[config.mk]
export PLATFORM = sky130hd
export DESIGN_NAME = ffs_limb_serial_flat
export DESIGN_NICKNAME = d
export VERILOG_FILES = /design/src/rtl/ffs_limb_serial_pkg.sv /design/src/rtl/ffs_limb_serial_if.sv /design/src/rtl/ffs_limb_serial_addsub.sv /design/src/rtl/ffs_limb_serial.sv /design/src/flat_wrapper.sv
export SDC_FILE = /design/constraint.sdc
export NUM_CORES = 2
export LEC_CHECK = 0
export ABC_AREA = 1
export BUFFER_PORTS_ARGS = -buffer_cell sky130_fd_sc_hd__buf_4
export CELL_PAD_IN_SITES_DETAIL_PLACEMENT = 1
export CELL_PAD_IN_SITES_GLOBAL_PLACEMENT = 2
export CORE_MARGIN = 2
export CORE_UTILIZATION = 33
export DETAILED_ROUTE_END_ITERATION = 7
export PLACE_DENSITY = 0.84
export SYNTH_ARGS = -nofsm -noshare
export SYNTH_HDL_FRONTEND = slang
export SYNTH_SLANG_ARGS = --single-unit
[constraint.sdc]
create_clock -name clk -period 4.46 [get_ports clk]
set_input_delay 0.446 -clock clk [delete_from_list [all_inputs] [get_ports clk]]
set_output_delay 0.446 -clock clk [all_outputs]
set_load 0.05 [all_outputs]
[src/rtl/ffs_limb_serial_pkg.sv]
// Shared constants and types for the limb-serial GF(p) subtractor.
package ff_pkg;
    localparam int WIDTH = 256;
    localparam int LIMB  = 64;
    localparam int NLIMB = WIDTH / LIMB;

    localparam logic [WIDTH-1:0] P_SECP256K1 =
        256'hFFFFFFFF_FFFFFFFF_FFFFFFFF_FFFFFFFF_FFFFFFFF_FFFFFFFF_FFFFFFFE_FFFFFC2F;

    typedef enum logic [1:0] {IDLE, SUB, FIX} ff_state_t;
    typedef logic [$clog2(NLIMB)-1:0] limb_idx_t;
    typedef logic [NLIMB-1:0][LIMB-1:0] limbs_t;
endpackage

[src/rtl/ffs_limb_serial_if.sv]
// Handshake and operand/result bus for ffs_limb_serial.
// range_err exists only when FFS_RANGE_CHECK_EN is defined.
interface ffs_limb_serial_if;
    import ff_pkg::*;

    logic             start;
    logic [WIDTH-1:0] a;
    logic [WIDTH-1:0] b;
    logic             busy;
    logic             done;
    logic [WIDTH-1:0] diff;
`ifdef FFS_RANGE_CHECK_EN
    logic             range_err;

    modport master (output start, a, b, input busy, done, diff, range_err);
    modport slave  (input start, a, b, output busy, done, diff, range_err);
`else
    modport master (output start, a, b, input busy, done, diff);
    modport slave  (input start, a, b, output busy, done, diff);
`endif
endinterface

[src/rtl/ffs_limb_serial_addsub.sv]
// LIMB-bit combinational adder/subtractor; co is the borrow out when sub=1.
module ff_limb_addsub
    import ff_pkg::*;
(
    input  logic [LIMB-1:0] x,
    input  logic [LIMB-1:0] y,
    input  logic            ci,
    input  logic            sub,
    output logic [LIMB-1:0] r,
    output logic            co
);
    logic [LIMB:0] t;

    // x - y - ci lies in [-2^LIMB, 2^LIMB), so bit LIMB is set exactly on borrow.
    always_comb begin
        if (sub) t = {1'b0, x} - {1'b0, y} - {{LIMB{1'b0}}, ci};
        else     t = {1'b0, x} + {1'b0, y} + {{LIMB{1'b0}}, ci};
    end

    assign r  = t[LIMB-1:0];
    assign co = t[LIMB];
endmodule

[src/rtl/ffs_limb_serial.sv]
// Limb-serial modular subtractor: diff = (a - b) mod P, constant latency 2*NLIMB.
// Optional operand range check enabled by defining FFS_RANGE_CHECK_EN.
module ffs_limb_serial
    import ff_pkg::*;
(
    input  logic             clk,
    input  logic             reset,
    ffs_limb_serial_if.slave bus
);
    ff_state_t        state, state_d;
    limb_idx_t        cnt;
    limbs_t           ar, br, res, res_nxt, p_l;
    logic             cy, neg, last, sub, co;
    logic [LIMB-1:0]  x, y, r;
    logic             busy_q, done_q;
    logic [WIDTH-1:0] diff_q;

    assign p_l  = P_SECP256K1;
    assign last = (cnt == limb_idx_t'(NLIMB-1));
    assign sub  = (state == SUB);

    always_ff @(posedge clk or negedge reset) begin
        if (!reset) state <= IDLE;
        else        state <= state_d;
    end

    always_comb begin
        state_d = state;
        case (state)
            IDLE:    if (bus.start) state_d = SUB;
            SUB:     if (last)      state_d = FIX;
            FIX:     if (last)      state_d = IDLE;
            default:                state_d = IDLE;
        endcase
    end

    // One adder serves both phases; FIX always adds (P or 0) so timing is data-independent.
    assign x = sub ? ar[cnt] : res[cnt];
    assign y = sub ? br[cnt] : (neg ? p_l[cnt] : '0);

    ff_limb_addsub u_addsub (
        .x   (x),
        .y   (y),
        .ci  (cy),
        .sub (sub),
        .r   (r),
        .co  (co)
    );

    always_comb begin
        res_nxt      = res;
        res_nxt[cnt] = r;
    end

    always_ff @(posedge clk or negedge reset) begin
        if (!reset) begin
            ar     <= '0;
            br     <= '0;
            res    <= '0;
            cnt    <= '0;
            cy     <= 1'b0;
            neg    <= 1'b0;
            busy_q <= 1'b0;
            done_q <= 1'b0;
            diff_q <= '0;
        end else begin
            done_q <= 1'b0;
            case (state)
                IDLE: begin
                    if (bus.start) begin
                        ar     <= bus.a;
                        br     <= bus.b;
                        cnt    <= '0;
                        cy     <= 1'b0;
                        busy_q <= 1'b1;
                    end
                end
                SUB, FIX: begin
                    res <= res_nxt;
                    cnt <= last ? '0 : cnt + limb_idx_t'(1);
                    cy  <= last ? 1'b0 : co;
                    if (last && sub) neg <= co;
                    if (last && !sub) begin
                        diff_q <= res_nxt;
                        done_q <= 1'b1;
                        busy_q <= 1'b0;
                    end
                end
                default: ;
            endcase
        end
    end

    assign bus.busy = busy_q;
    assign bus.done = done_q;
    assign bus.diff = diff_q;

`ifdef FFS_RANGE_CHECK_EN
    // Serial a - P and b - P run alongside SUB; no final borrow means operand >= P.
    logic [1:0][LIMB-1:0] rx, rr;
    logic [1:0]           rbw, rco;
    logic                 rpend, rerr_q;

    assign rx[0] = ar[cnt];
    assign rx[1] = br[cnt];

    for (genvar j = 0; j < 2; j++) begin : g_rng
        ff_limb_addsub u_rng (
            .x   (rx[j]),
            .y   (p_l[cnt]),
            .ci  (rbw[j]),
            .sub (1'b1),
            .r   (rr[j]),
            .co  (rco[j])
        );
    end

    always_ff @(posedge clk or negedge reset) begin
        if (!reset) begin
            rbw    <= '0;
            rpend  <= 1'b0;
            rerr_q <= 1'b0;
        end else begin
            if (state == SUB) begin
                rbw <= last ? '0 : rco;
                if (last) rpend <= ~&rco;
            end
            if (state == IDLE && bus.start) rerr_q <= 1'b0;
            else if (state == FIX && last)  rerr_q <= rpend;
        end
    end

    assign bus.range_err = rerr_q;
`endif
endmodule
[src/flat_wrapper.sv]
// flat-port wrapper written by rule: the top's interface ports become plain ports
module ffs_limb_serial_flat import ff_pkg::*;
  (clk, reset, bus_start, bus_a, bus_b, bus_busy, bus_done, bus_diff);
  ffs_limb_serial_if bus_i ();
  input  logic clk;
  input  logic reset;
  input wire logic [$bits(bus_i.start)-1:0] bus_start;
  input wire logic [$bits(bus_i.a)-1:0] bus_a;
  input wire logic [$bits(bus_i.b)-1:0] bus_b;
  output wire logic [$bits(bus_i.busy)-1:0] bus_busy;
  output wire logic [$bits(bus_i.done)-1:0] bus_done;
  output wire logic [$bits(bus_i.diff)-1:0] bus_diff;
  assign bus_i.start = bus_start;
  assign bus_i.a = bus_a;
  assign bus_i.b = bus_b;
  assign bus_busy = bus_i.busy;
  assign bus_done = bus_i.done;
  assign bus_diff = bus_i.diff;
  ffs_limb_serial u_core (.clk(clk), .reset(reset), .bus(bus_i));
endmodule
==> impl_metrics.py <==
metrics = {
    "status": {
        "status": "finished with violations",
        "violations": "setup timing",
    },
    "die": {
        "core_area_mm2": 0.1784,
        "start_util_pct": 33.24,
        "dieWidth_um": 427.9,
        "die_h_um": 427.9,
        "ioPinCount": 773,
        "rows": 155,
        "dieArea_mm2": 0.1831,
    },
    "layout": {
        "finalNonFillerCells": 12930,
        "nFillCells": 21860,
        "syn_to_final_growth_pct": 47.18,
        "drive_gt1_share_pct": 24.95,
        "fin_area_mm2": 0.08728,
        "nets": 11170,
    },
    "global_routing": {
        "use_met1_pct": 47.04,
        "antenna_found_initial": 35,
        "grt_overflow": 0,
        "grt_pass1_vias": 72550,
        "grt_pass1_wl_um": 480600,
        "use_met2_pct": 55.12,
        "grt_use_met3_pct": 6.223,
        "grt_max_degree": 192,
        "track_usage_pct": 34.98,
        "grt.busiest_layer": "met2",
    },
    "worst_setup_path": {
        "crit_arrival_ns": 5.38,
        "cp_max_fo": 15,
        "rrSetupSlack_ns": -0.27,
        "endpoint_kind": "register",
        "path_class": "reg -> reg",
        "cp-start-kind": "register",
        "required_ns": 5.11,
    },
    "logic_synthesis": {
        "ys_types": 59,
        "ys_seq_area_share_pct": 43.55,
        "ys_seq_elements": 1032,
        "synth_cells": 8338,
        "syn-num-nets": 9053,
        "async_flop_share_pct": 100.0,
        "yosys_warnings": 0,
        "ys.flop_type": "dfrtp_1",
        "syn_area_per_cell_um2": 7.112,
        "synth_edf_count": 0,
        "syn_area_mm2": 0.05930,
    },
    "sta": {
        "fin_skew_ns": 0.03610,
        "setup_slack_ns": -0.2702,
        "timing.fmax_mhz": 211.4,
        "hold_viol_final": 0,
        "finalCritPeriodShare_pct": 106.1,
        "timing.slew.headroom_pct": 22.16,
        "setup_violations": 390,
        "rsz0062_at_grt": "yes",
        "worstMarginPinSlew_ns": 1.168,
        "period_minus_slack_ns": 4.730,
        "slew_viol_final": 0,
    },
    "place": {
        "hpwlAfterDp_um": 234900,
        "dpl_cell_area_mm2": 0.07626,
        "dp_cells": 12170,
        "port_buffers": 772,
        "gp_congestion": 0.9462,
    },
    "routing": {
        "ant_nets": 0,
        "dr.pass1.iters": 6,
        "drc": 0,
        "vias_per_cell": 5.337,
        "wirelength_um": 328400,
        "wire_per_inst_um": 25.40,
        "drtIter0Drc": 5814,
        "vias": 69020,
    },
    "worst_hold_path": {
        "min_path_type": "in -> reg",
    },
    "clocking": {
        "insertion_delay_ns": 0.79,
        "cts_tree": "yes",
        "clkTransAtPathRegs_ns": 0.07,
        "clk_path_buf_depth": 3,
        "h-tree-depth": 3,
        "cts_made_buffers": 116,
        "cts_root_buf": "clkbuf_16",
        "cts_sinks": 1032,
    },
    "flow_run": {
        "cap_violations": 0,
    },
}
-- logic make-up after synthesis --
logic type | Yosys count | synth area share, %
AOI/OAI and AO/OA | 1579 | 14.27
xor gates and xnor gates | 30 | 0.4431
adders and majority gates | 200 | 4.270
buffers and inverters | 1126 | 7.300
DFF | 1032 | 43.55
muxes | 6 | 0.1076
and+or+nand+nor | 4365 | 30.06
-- state kept, by name (all words and copies together) (netlist names) --
signal and count:
u_core.neg 1, u_core.cy 1, u_core.br 256, u_core.cnt 2, u_core.bus.busy 1, u_core.bus.done 1, u_core.bus.diff 256, u_core.state 2
u_core.ar 256, u_core.res 256
-- synth_stat cells (27+ instances only) --
cell	count	area, um^2
buf_1	44	165.2
or2_2	59	369.1
nand2_2	33	206.5
o21ai_0	811	4059
nor3_1	28	140.1
nor2_1	481	1805
dfrtp_1	1032	25820
o21ai_2	31	271.5
a21oi_1	395	1977
xor2_1	29	254.0
clkbuf_1	335	1257
nand3_1	669	3348
o22ai_1	85	531.8
nand2_1	3005	11280
o21ai_1	143	715.7
inv_1	645	2421
inv_2	27	101.4
ha_1	196	2452
buf_2	68	340.3
-- layout make-up --
type	instances	area [um^2]	share of cell area, %
multi-input combinational	6180	30520	34.97
sequential	1032	25830	29.60
timing repair buffer	2446	21080	24.16
clock buffer	156	3364	3.855
tap	2355	2947	3.376
inverter	676	2587	2.965
clock inverter	61	879.6	1.008
antenna	25	62.56	0.07168
-- cell usage in the layout, fill, tap and decap left out, drive strengths merged, types with 10 or more instances in the layout --
cell / Yosys / layout
dfrtp: 1032 / 1032
buf: 115 / 1935
a21o: 24 / 24
nand2: 3038 / 3038
dlygate4sd3: 0 / 506
nand4: 25 / 25
o21ai: 985 / 985
diode: 0 / 25
o22ai: 85 / 85
ha: 196 / 196
clkbuf: 335 / 159
clkinv: 3 / 31
nor2: 498 / 498
o21a: 11 / 11
bufinv: 0 / 19
or2: 62 / 62
o211ai: 29 / 29
nor3: 28 / 28
inv: 673 / 677
nand3: 693 / 693
a21oi: 410 / 410
clkinvlp: 0 / 10
xor2: 29 / 29
-- worst max-delay path: stages, from the launching register on --
cell       delay [ns]
dfrtp_4          0.56
inv_12           0.14
buf_16           0.19
bufbuf_16        0.32
nor2_1           0.05
o22ai_1          0.16
buf_4            0.15
nand2_1          0.09
nand2_2          0.15
inv_1            0.06
ha_1             0.33
inv_1            0.14
ha_4             0.24
a21o_1           0.23
a31oi_1          0.18
buf_4            0.16
o21ai_0          0.11
a21oi_2          0.20
nand3_2          0.11
buf_4            0.18
nand2_1          0.08
inv_2            0.04
nor2_1           0.13
nand2_1          0.12
nand3_4          0.13
nand3_1          0.10
nand3_1          0.11
nand2_1          0.07
-- per-stage QoR --
step | hold slack, ns | setup WS [ns] | setup TNS, ns | utilization, %
6_report | 0.06919 | -0.2702 | -47.33 | 48.92
5_1_grt | 0.03990 | -0.5208 | -144.84 | 48.90
4_1_cts | 0.005589 | -0.2650 | -51.93 | 48.34
3_5_place_dp | 0.4599 | -0.6775 | -129.76 | 42.74
3_3_place_gp | 0.4570 | -0.6356 | -104.44 | 42.74
2_1_floorplan | 0.1504 | 0.4544 | 0 | -
-- worst paths after layout --
kind | endpoint | from | cells past startpoint
worst max-delay path | u_core.res[252] | u_core.cnt[0] | 27
worst min-delay path | u_core.ar[128] | bus_a[128] | 3
worst max register to register | u_core.res[252] | u_core.cnt[0] | 27
worst min register to register | u_core.ar[116] | u_core.ar[116] | 2
max in group asynchronous | u_core.br[248] | reset | 3
min in group asynchronous | u_core.res[130] | reset | 2
-- layer usage --
layer | share of wire, % | vias up
li1 | - | 31110
met1 | 44 | 34780
met2 | 45 | 2459
met3 | 5.9 | 653
met4 | 4.8 | 14
met5 | 0.035 | -
-- timing repair --
action | CTS | global route
hold buffers | 506 | 0
setup endpoints to repair | 449 | 474
hold endpoints to repair | 563 | 0
resized for setup | 134 | 228
setup buffers | 5 | 8
cloned | 2 | 3
pin swaps | 13 | 19
Power is not shown: default switching activity piles up to over one toggle a cycle in this logic, so the estimate is an artifact.
